**config.mk**
```make
export PLATFORM = sky130hd
export DESIGN_NAME = rf_wb_arbiter
export DESIGN_NICKNAME = d
export VERILOG_FILES = /design/src/rtl/rf_wb_arbiter.sv
export SDC_FILE = /design/constraint.sdc
export NUM_CORES = 1
export LEC_CHECK = 0
export ABC_AREA = 1
export BUFFER_PORTS_ARGS = -buffer_cell sky130_fd_sc_hd__buf_2
export CAP_MARGIN = 30
export CORE_MARGIN = 3
export CORE_UTILIZATION = 35
export DETAILED_ROUTE_END_ITERATION = 7
export PLACE_DENSITY_LB_ADDON = 0.2
export SETUP_SLACK_MARGIN = 0.15
export SKIP_LAST_GASP = 1
export SLEW_MARGIN = 20
export SYNTH_ARGS = -nofsm -noshare
export SYNTH_HDL_FRONTEND = slang
export SYNTH_SLANG_ARGS = --single-unit
```
**constraint.sdc**
```tcl
create_clock -name i_clk -period 3.4 [get_ports i_clk]
set_clock_uncertainty 0.2 [all_clocks]
set_input_delay 0.34 -clock i_clk [delete_from_list [all_inputs] [get_ports i_clk]]
set_output_delay 0.34 -clock i_clk [all_outputs]
set_load 0.02 [all_outputs]
```
**src/rtl/rf_wb_arbiter.sv**
```systemverilog
// rf_wb_arbiter
//   Round-robin arbiter that shares the single register-file write port
//   between NUM_REQ writeback sources. The winning request is registered
//   onto the wr_* command bus one cycle later. Writes to register 0 are
//   accepted but never enabled. A saturating counter records cycles in
//   which two or more sources requested at the same time.
//
// Ports
//   i_clk             clock, all state updates on the rising edge
//   i_rst_n           synchronous active-low reset
//   i_req_valid       per-requester write request
//   o_req_ready       per-requester grant (one-hot or zero), combinational
//   i_req_addr        flattened addresses, requester i at [i*WIDTH_ADDR +: WIDTH_ADDR]
//   i_req_data        flattened data, same packing
//   o_wr_en           register-file write enable (registered)
//   o_wr_addr         register-file write address (registered)
//   o_wr_data         register-file write data (registered)
//   o_grant_id        requester index of the command on wr_* (registered)
//   o_contention_cnt  saturating count of cycles with >= 2 requests
//   i_cnt_clear       synchronous clear of o_contention_cnt
module rf_wb_arbiter #(
  parameter int NUM_REQ    = 3,
  parameter int WIDTH_ADDR = 5,
  parameter int WIDTH_DATA = 32,
  parameter int CNT_WIDTH  = 16,
  localparam int ID_W      = $clog2(NUM_REQ)
) (
  input  logic                          i_clk,
  input  logic                          i_rst_n,
  input  logic [NUM_REQ-1:0]            i_req_valid,
  output logic [NUM_REQ-1:0]            o_req_ready,
  input  logic [NUM_REQ*WIDTH_ADDR-1:0] i_req_addr,
  input  logic [NUM_REQ*WIDTH_DATA-1:0] i_req_data,
  output logic                          o_wr_en,
  output logic [WIDTH_ADDR-1:0]         o_wr_addr,
  output logic [WIDTH_DATA-1:0]         o_wr_data,
  output logic [ID_W-1:0]               o_grant_id,
  output logic [CNT_WIDTH-1:0]          o_contention_cnt,
  input  logic                          i_cnt_clear
);

  logic [ID_W-1:0]       r_rr_ptr;
  logic                  r_wr_en;
  logic [WIDTH_ADDR-1:0] r_wr_addr;
  logic [WIDTH_DATA-1:0] r_wr_data;
  logic [ID_W-1:0]       r_grant_id;
  logic [CNT_WIDTH-1:0]  r_cnt;

  logic                  w_found;
  logic [ID_W-1:0]       w_grant_idx;
  logic [NUM_REQ-1:0]    w_grant_oh;
  logic [WIDTH_ADDR-1:0] w_sel_addr;
  logic [WIDTH_DATA-1:0] w_sel_data;
  logic                  w_contend;
  int                    w_idx;

  // Search upward from the pointer with modulo wrap; the first valid
  // requester found wins. Only req_valid and the pointer steer the grant.
  always_comb begin
    w_found     = 1'b0;
    w_grant_idx = '0;
    w_grant_oh  = '0;
    w_sel_addr  = '0;
    w_sel_data  = '0;
    w_idx       = 0;
    for (int k = 0; k < NUM_REQ; k++) begin
      w_idx = int'(r_rr_ptr) + k;
      if (w_idx >= NUM_REQ) w_idx = w_idx - NUM_REQ;
      if (!w_found && i_req_valid[w_idx]) begin
        w_found            = 1'b1;
        w_grant_idx        = ID_W'(w_idx);
        w_grant_oh[w_idx]  = 1'b1;
        w_sel_addr         = i_req_addr[w_idx*WIDTH_ADDR +: WIDTH_ADDR];
        w_sel_data         = i_req_data[w_idx*WIDTH_DATA +: WIDTH_DATA];
      end
    end
  end

  // Grants are masked while reset is held so nothing is accepted.
  assign o_req_ready = i_rst_n ? w_grant_oh : '0;
  assign w_contend   = ($countones(i_req_valid) >= 2);

  always_ff @(posedge i_clk) begin
    if (!i_rst_n) begin
      r_rr_ptr   <= '0;
      r_wr_en    <= 1'b0;
      r_wr_addr  <= '0;
      r_wr_data  <= '0;
      r_grant_id <= '0;
      r_cnt      <= '0;
    end else begin
      if (w_found) begin
        r_rr_ptr   <= (w_grant_idx == ID_W'(NUM_REQ-1)) ? '0 : w_grant_idx + ID_W'(1);
        r_wr_addr  <= w_sel_addr;
        r_wr_data  <= w_sel_data;
        r_grant_id <= w_grant_idx;
        // register 0 is hardwired; the write is consumed but not enabled
        r_wr_en    <= (w_sel_addr != '0);
      end else begin
        r_wr_en    <= 1'b0;
      end

      if (i_cnt_clear) begin
        r_cnt <= '0;
      end else if (w_contend && (r_cnt != '1)) begin
        r_cnt <= r_cnt + CNT_WIDTH'(1);
      end
    end
  end

  assign o_wr_en          = r_wr_en;
  assign o_wr_addr        = r_wr_addr;
  assign o_wr_data        = r_wr_data;
  assign o_grant_id       = r_grant_id;
  assign o_contention_cnt = r_cnt;

endmodule

```
# [After elaboration in Yosys (flattened, before gate mapping)]
# Cells that the tools add are included.
[word_totals] reg_bits=58 output_inout_bits=59 input_bits=117
[op_classes] eq_ne=2 shifts=6 n_reduce_logical=11 mux=35 add_sub_neg=9 bitwise=3 n_lt_le_gt_ge=10 multipliers=3
[op_table] op="variable part select 96 x 32 -> 32 bit" n=3
[op_table] op="two-way mux 32 bit" n=6
[op_table] op="greater-or-equal comparator 32 x 1 -> 1 bit (second input constant)" n=3
[op_table] op="less-than comparator 32 x 4 -> 1 bit (second input constant)" n=3
[op_table] op="multiplier 32 x 4 -> 32 bit (second input constant)" n=3
[op_table] op="variable part select 15 x 32 -> 5 bit" n=3
[op_table] op="adder 16 x 1 -> 16 bit (second input constant)" n=1
[op_table] op="!= test 16 bit (second input constant)" n=1
[op_table] op="two-way mux 5 bit" n=3
[op_table] op="two-way mux 1 bit" n=12
[op_table] op="two-way mux 3 bit" n=4
[op_table] op="greater-or-equal comparator 3 x 2 -> 1 bit (second input constant)" n=3
[op_table] op="two-way mux 2 bit" n=4
[op_table] op="subtractor 3 x 2 -> 4 bit (second input constant)" n=2
[op_table] op="binary-select mux 1 bit (select 2 bit)" n=3
[op_table] op="demux 1 bit (select 2 bit)" n=3
[op_table] op="logical AND 1 bit" n=6
[op_table] op="OR 3 bit" n=2
[op_table] op="nonzero test 5 bit" n=1
[op_table] op="adder 2 x 1 -> 3 bit" n=1
[op_table] op="adder 2 x 1 -> 3 bit (second input constant)" n=1
[op_table] op="adder 2 x 2 -> 3 bit (second input constant)" n=1
[op_table] op="subtractor 2 x 2 -> 3 bit (second input constant)" n=1
[op_table] op="adder 1 x 1 -> 2 bit" n=1
[op_table] op="7 further kinds" n=8

# [Logic depth before layout (Yosys ltp)]
[logic_depth] depth_word=14 mapped_depth=21 mapped_depth_nobuf=20

# [Worst setup path after synthesis]
# Ideal clock, no wire load.
[synth_path] path_type="register to register" start="reg r_rr_ptr[0]" end="reg r_wr_en (netlist: o_wr_en)" arrival_time_ns=2.499 setup_ns=0.064 slack_ns=0.637 stages_incl_launch_ff=18 period_less_slack_ns=2.763 path_cell_list="dfxtp_1 inv_1 ha_1 buf_6 buf_4 buf_2 buf_2 nor3_1 ha_1 nor2_1 o21ai_0 o21ai_0 nand2_1 nand2_1 nand2_1 nand4_1 nor2_1 nor2_1"
[synth_via] elab_chain_cells=13
[synth_lines] item="from (decl)" line="42" rtl="logic [ID_W-1:0] r_rr_ptr;"
[synth_lines] item="from (signal assigned)" line="93" rtl="r_rr_ptr <= (w_grant_idx == ID_W'(NUM_REQ-1)) ? '0 : w_grant_idx + ID_W'(1);"
[synth_lines] item="parallel branches: the longest is 13 deep, another holds multiplier 32 x 4 -> 32 bit"
[synth_lines] item="to (signal assigned)" line="98" rtl="r_wr_en <= (w_sel_addr != '0);"
[synth_lines] item="to (decl)" line="43" rtl="logic r_wr_en;"
# Several ways; the timed one is not identified. The select of a mux whose other input is x is not followed.
# A chain may end at the register's enable or synchronous reset.

# [Final worst setup path]
[layout_path] start="reg r_rr_ptr[0]" end="out o_req_ready[2]"
[layout_via] elab_chain_cells=13
[layout_lines] item="parallel branches: the longest is 11 deep, another holds greater-or-equal comparator 32 x 1 -> 1 bit"
[layout_lines] item="two-way mux 3 bit (*)" line="69" rtl="if (!w_found && i_req_valid[w_idx]) begin"
[layout_lines] item="two-way mux 3 bit (*)" line="80" rtl="assign o_req_ready = i_rst_n ? w_grant_oh : '0;"
[layout_lines] item="to (decl)" line="31" rtl="output logic [NUM_REQ-1:0] o_req_ready,"
# Mark *: on every way between the ends. The select of a mux whose other input is x is not followed.

==> metrics.md <==
| Metric | Value |
|---|---|
| Largest family of logic cells by synthesized area | `simple AND/OR/NAND/NOR gates` |
| Met2 usage | `0.360` |
| Synth top area share | `0.200` |
| Warnings from Yosys | `0` |
| Run status | `finished clean` |
| Port bufs | `roughly 180` |
| Fmax | `approximately 330 MHz` |
| Post-Synth Adder-Cell Area | `0.0250` |
| Critical Path RT | `2.86 ns` |
| First DRT Iteration DRCs | `roughly 550` |
| Worst EP arrival | `roughly 2.5 ns` |
| Post-Synth XOR/XNOR Area | `0.00905` |
| Crit Path Max Fanout | `19` |
| Width of the chip | `135 um` |
| Seq/Total Area, Yosys | `0.200` |
| Largest net degree at the start of global routing | `77` |
| Hold Path Stages | `3` |
| Post-route insts no fill | `1370` |
| Setup CP Type | `reg2out` |
| Final setup violating endpoints | `0` |
| Post-DP HPWL | `~16000 um` |
| Initial cell density of the core | `0.362` |
| #FFs+latches synth | `58` |
| Share of layout cells above drive strength 1 | `0.209` |
| Reg clk slew, reported paths | `roughly 0.060 ns` |
| Setup crit end kind | `primary output` |
| H-tree levels | `3` |
| Fin crit period | `between 3 and 4 ns` |
| Root buffer cell | `clkbuf_16` |
| Longest Clk Path Bufs | `2` |
| DRC viols | `0` |
| Hold Buf Count CTS | `0` |
| Area leader, netlist | `dfxtp_1` |
| Power Density | `883 mW/mm2` |
| Finished Cell Area | `0.00713 mm2` |
| Clk_lat worst skew | `0.34 ns` |
| Post-CTS Setup Inserts | `0` |
| Core area | `around 0.016 mm2` |
| GRT busiest layer | `met2` |
| Distinct cell type count after synthesis | `42` |
| Area Growth Syn to Fin | `22.7%` |
| RSZ-0062 raised after global routing | `false` |
| Wirelength, routed | `22100 um` |
| FP Rows | `between 40 and 50` |
| Cells after synthesis | `1008` |
| Area contributors post-synth | `dfxtp_1 20%, nand2_1 15%, o21ai_0 9.5%` |
| HP Class | `in2reg` |
| Worst slew pin tran | `0.794 ns` |
| Simple-gate share of the synthesized area | `0.325` |
| Max-cap violation count | `0` |
| Io pins | `176` |
| Leakage | `approximately 3.5 nW` |
| Vias in the first global route | `6464` |
| Clock sink count | `58` |
| Net Count, Synth | `1136` |
| Hold Vio Cnt, Final | `0` |
| Placed Area | `0.00678 mm2` |
| Post-Syn Area | `0.00581 mm2` |
| Worst Reg-to-Reg Cells | `19` |
| Mapped Avg Cell Area | `5.76 um2` |
| DIE HEIGHT | `135 um` |
| GRT met3 Usage | `0.0678` |
| Crit path launch type | `flop` |
| Grt ovf | `0` |
| CTS Buf Count | `9` |
| Gr usage total | `0.234` |
| Gpl congestion | `0.893` |
| Wirelength per Cell | `roughly 16 um` |
| Die area | `between 0.015 and 0.02 mm2` |
| Initial antenna violation count | `4` |
| Cell count after placement | `1352` |
| TritonCTS clock tree | `yes` |
| Final net count | `1275` |
| Met1 Usage GRT | `0.315` |
| DRT Pass-1 Iters | `5` |
| Final period util | `0.893` |
| Vias | `7268` |
| Slew headroom | `0.471` |
| Hold Slack | `between 0.15 and 0.2 ns` |
| Vias per inst | `5.31` |
| Mux share of post-synthesis cell area | `0` |
| Slew Limit Fails | `0` |
| First-pass GRT wire length | `~34000 um` |
| Setup TNS | `0 ns` |
| Worst VDD drop | `0.556 mV` |
| Post-route ant nets | `0` |
| Compound-cell area share of the yosys netlist | `0.297` |
==> what timing repair did <==
action / in CTS / in global routing
cloned: 0 / 0
gates resized for setup: 1 / 3
setup endpoints to repair: 1 / 3
pin swaps: 0 / 0
==> area by class of cell <==
class / instances / area, um2
Fill cell: 1766 / 8930
Multi-Input combinational cell: 756 / 3850
Sequential cell: 58 / 1160
Timing Repair Buffer: 196 / 1040
Inverter: 126 / 479
Tap cell: 216 / 270
Clock buffer: 9 / 225
Clock inverter: 7 / 101
Antenna cell: 2 / 5.00
==> kinds of logic (layout without fill, tap and decap cells) <==
logic type                 Yosys count  count (layout)
AOI/OAI and AO/OA                  284             284
xor gates and xnor gates             6               6
adders and majority gates           11              11
buffers and inverters              194             338
DFF                                 58              58
other                                2               4
and+or+nand+nor                    453             453
==> registers in the layout, indices dropped and copies added, names as in the netlist <==
name and flops:
o_wr_en 1, o_contention_cnt 16, r_rr_ptr 2, o_wr_data 32
o_grant_id 2, o_wr_addr 5
==> cell usage in the layout, fill, tap and decap left out, types with 3 or more instances in the layout <==
master and n:
o21ai_0 110, a22oi_1 4, buf_2 175, nor2_4 3
nand2_2 5, nor3_1 12, o22ai_1 17, a21oi_1 49
nand2_1 228, o221ai_1 11, o21ai_1 13, clkbuf_16 9
inv_1 120, o211ai_2 5, dfxtp_1 56, xor2_1 3
inv_2 3, ha_1 7, o31ai_1 24, buf_4 20
o211ai_1 40, nand4_1 6, nand3_1 67, a221oi_1 4
xnor2_1 3, nor2_1 124
==> metal layers <==
layer / wire length (um) / vias to the layer above / part of all wire
met3: 1890 / 37 / 0.086
met2: 9860 / 282 / 0.45
li1: - / 3650 / -
met5: 22 / - / 0.0010
met1: 9760 / 3293 / 0.44
met4: 548 / 6 / 0.025
==> cell usage after synthesis (all sizes together) <==
master	instances
a21oi	49
a221oi	4
a22oi	4
a31oi	2
a32oi	1
buf	47
clkbuf	21
conb	2
dfxtp	58
fa	1
ha	10
inv	126
nand2	235
nand3	67
nand3b	2
nand4	6
nor2	128
nor3	12
nor4	2
o2111ai	2
o211ai	45
o21a	1
o21ai	123
o21bai	1
o221ai	11
o22ai	17
o31ai	24
or2	1
xnor2	3
xor2	3
==> through the flow <==
| step | total power, mW | utilization | setup WS [ns] |
|---|---|---|---|
| 3_3_place_gp | 5.22 | 0.422 | 0.373 |
| 2_1_floorplan | 4.08 | - | 0.637 |
| 3_5_place_dp | 5.22 | 0.422 | 0.349 |
| 6_report | 6.29 | 0.444 | 0.365 |
| 4_1_cts | 6.27 | 0.443 | 0.284 |
| 5_1_grt | 6.83 | 0.444 | 0.195 |
==> critical path: stages, from the launching register on <==
cell and delay (ns):
dfxtp_2 0.37, inv_1 0.13, ha_4 0.35, inv_4 0.17, nand2_2 0.10, inv_2 0.15, nand2_2 0.08, nand2_4 0.10
inv_1 0.07, nor2_4 0.16, nand2_1 0.07, nand2_1 0.08, a21oi_1 0.04, nor2_1 0.09, buf_2 0.18
==> final timing paths <==
| check | from | endpoint | slack, ns |
|---|---|---|---|
| setup reg to reg | r_rr_ptr[0] | o_wr_en | 0.39 |
| setup / recovery | r_rr_ptr[0] | o_req_ready[2] | 0.36 |
| hold / removal | i_req_data[91] | o_wr_data[27] | 0.17 |
| hold reg to reg | o_wr_data[28] | o_wr_data[28] | 0.27 |
==> where the power goes <==
group          switching, mW  internal (mW)
logic                   2.88           1.36
clock network          0.368          0.646
registers              0.132          0.910
total                   3.38           2.92
(Power assumes the default switching activity.)
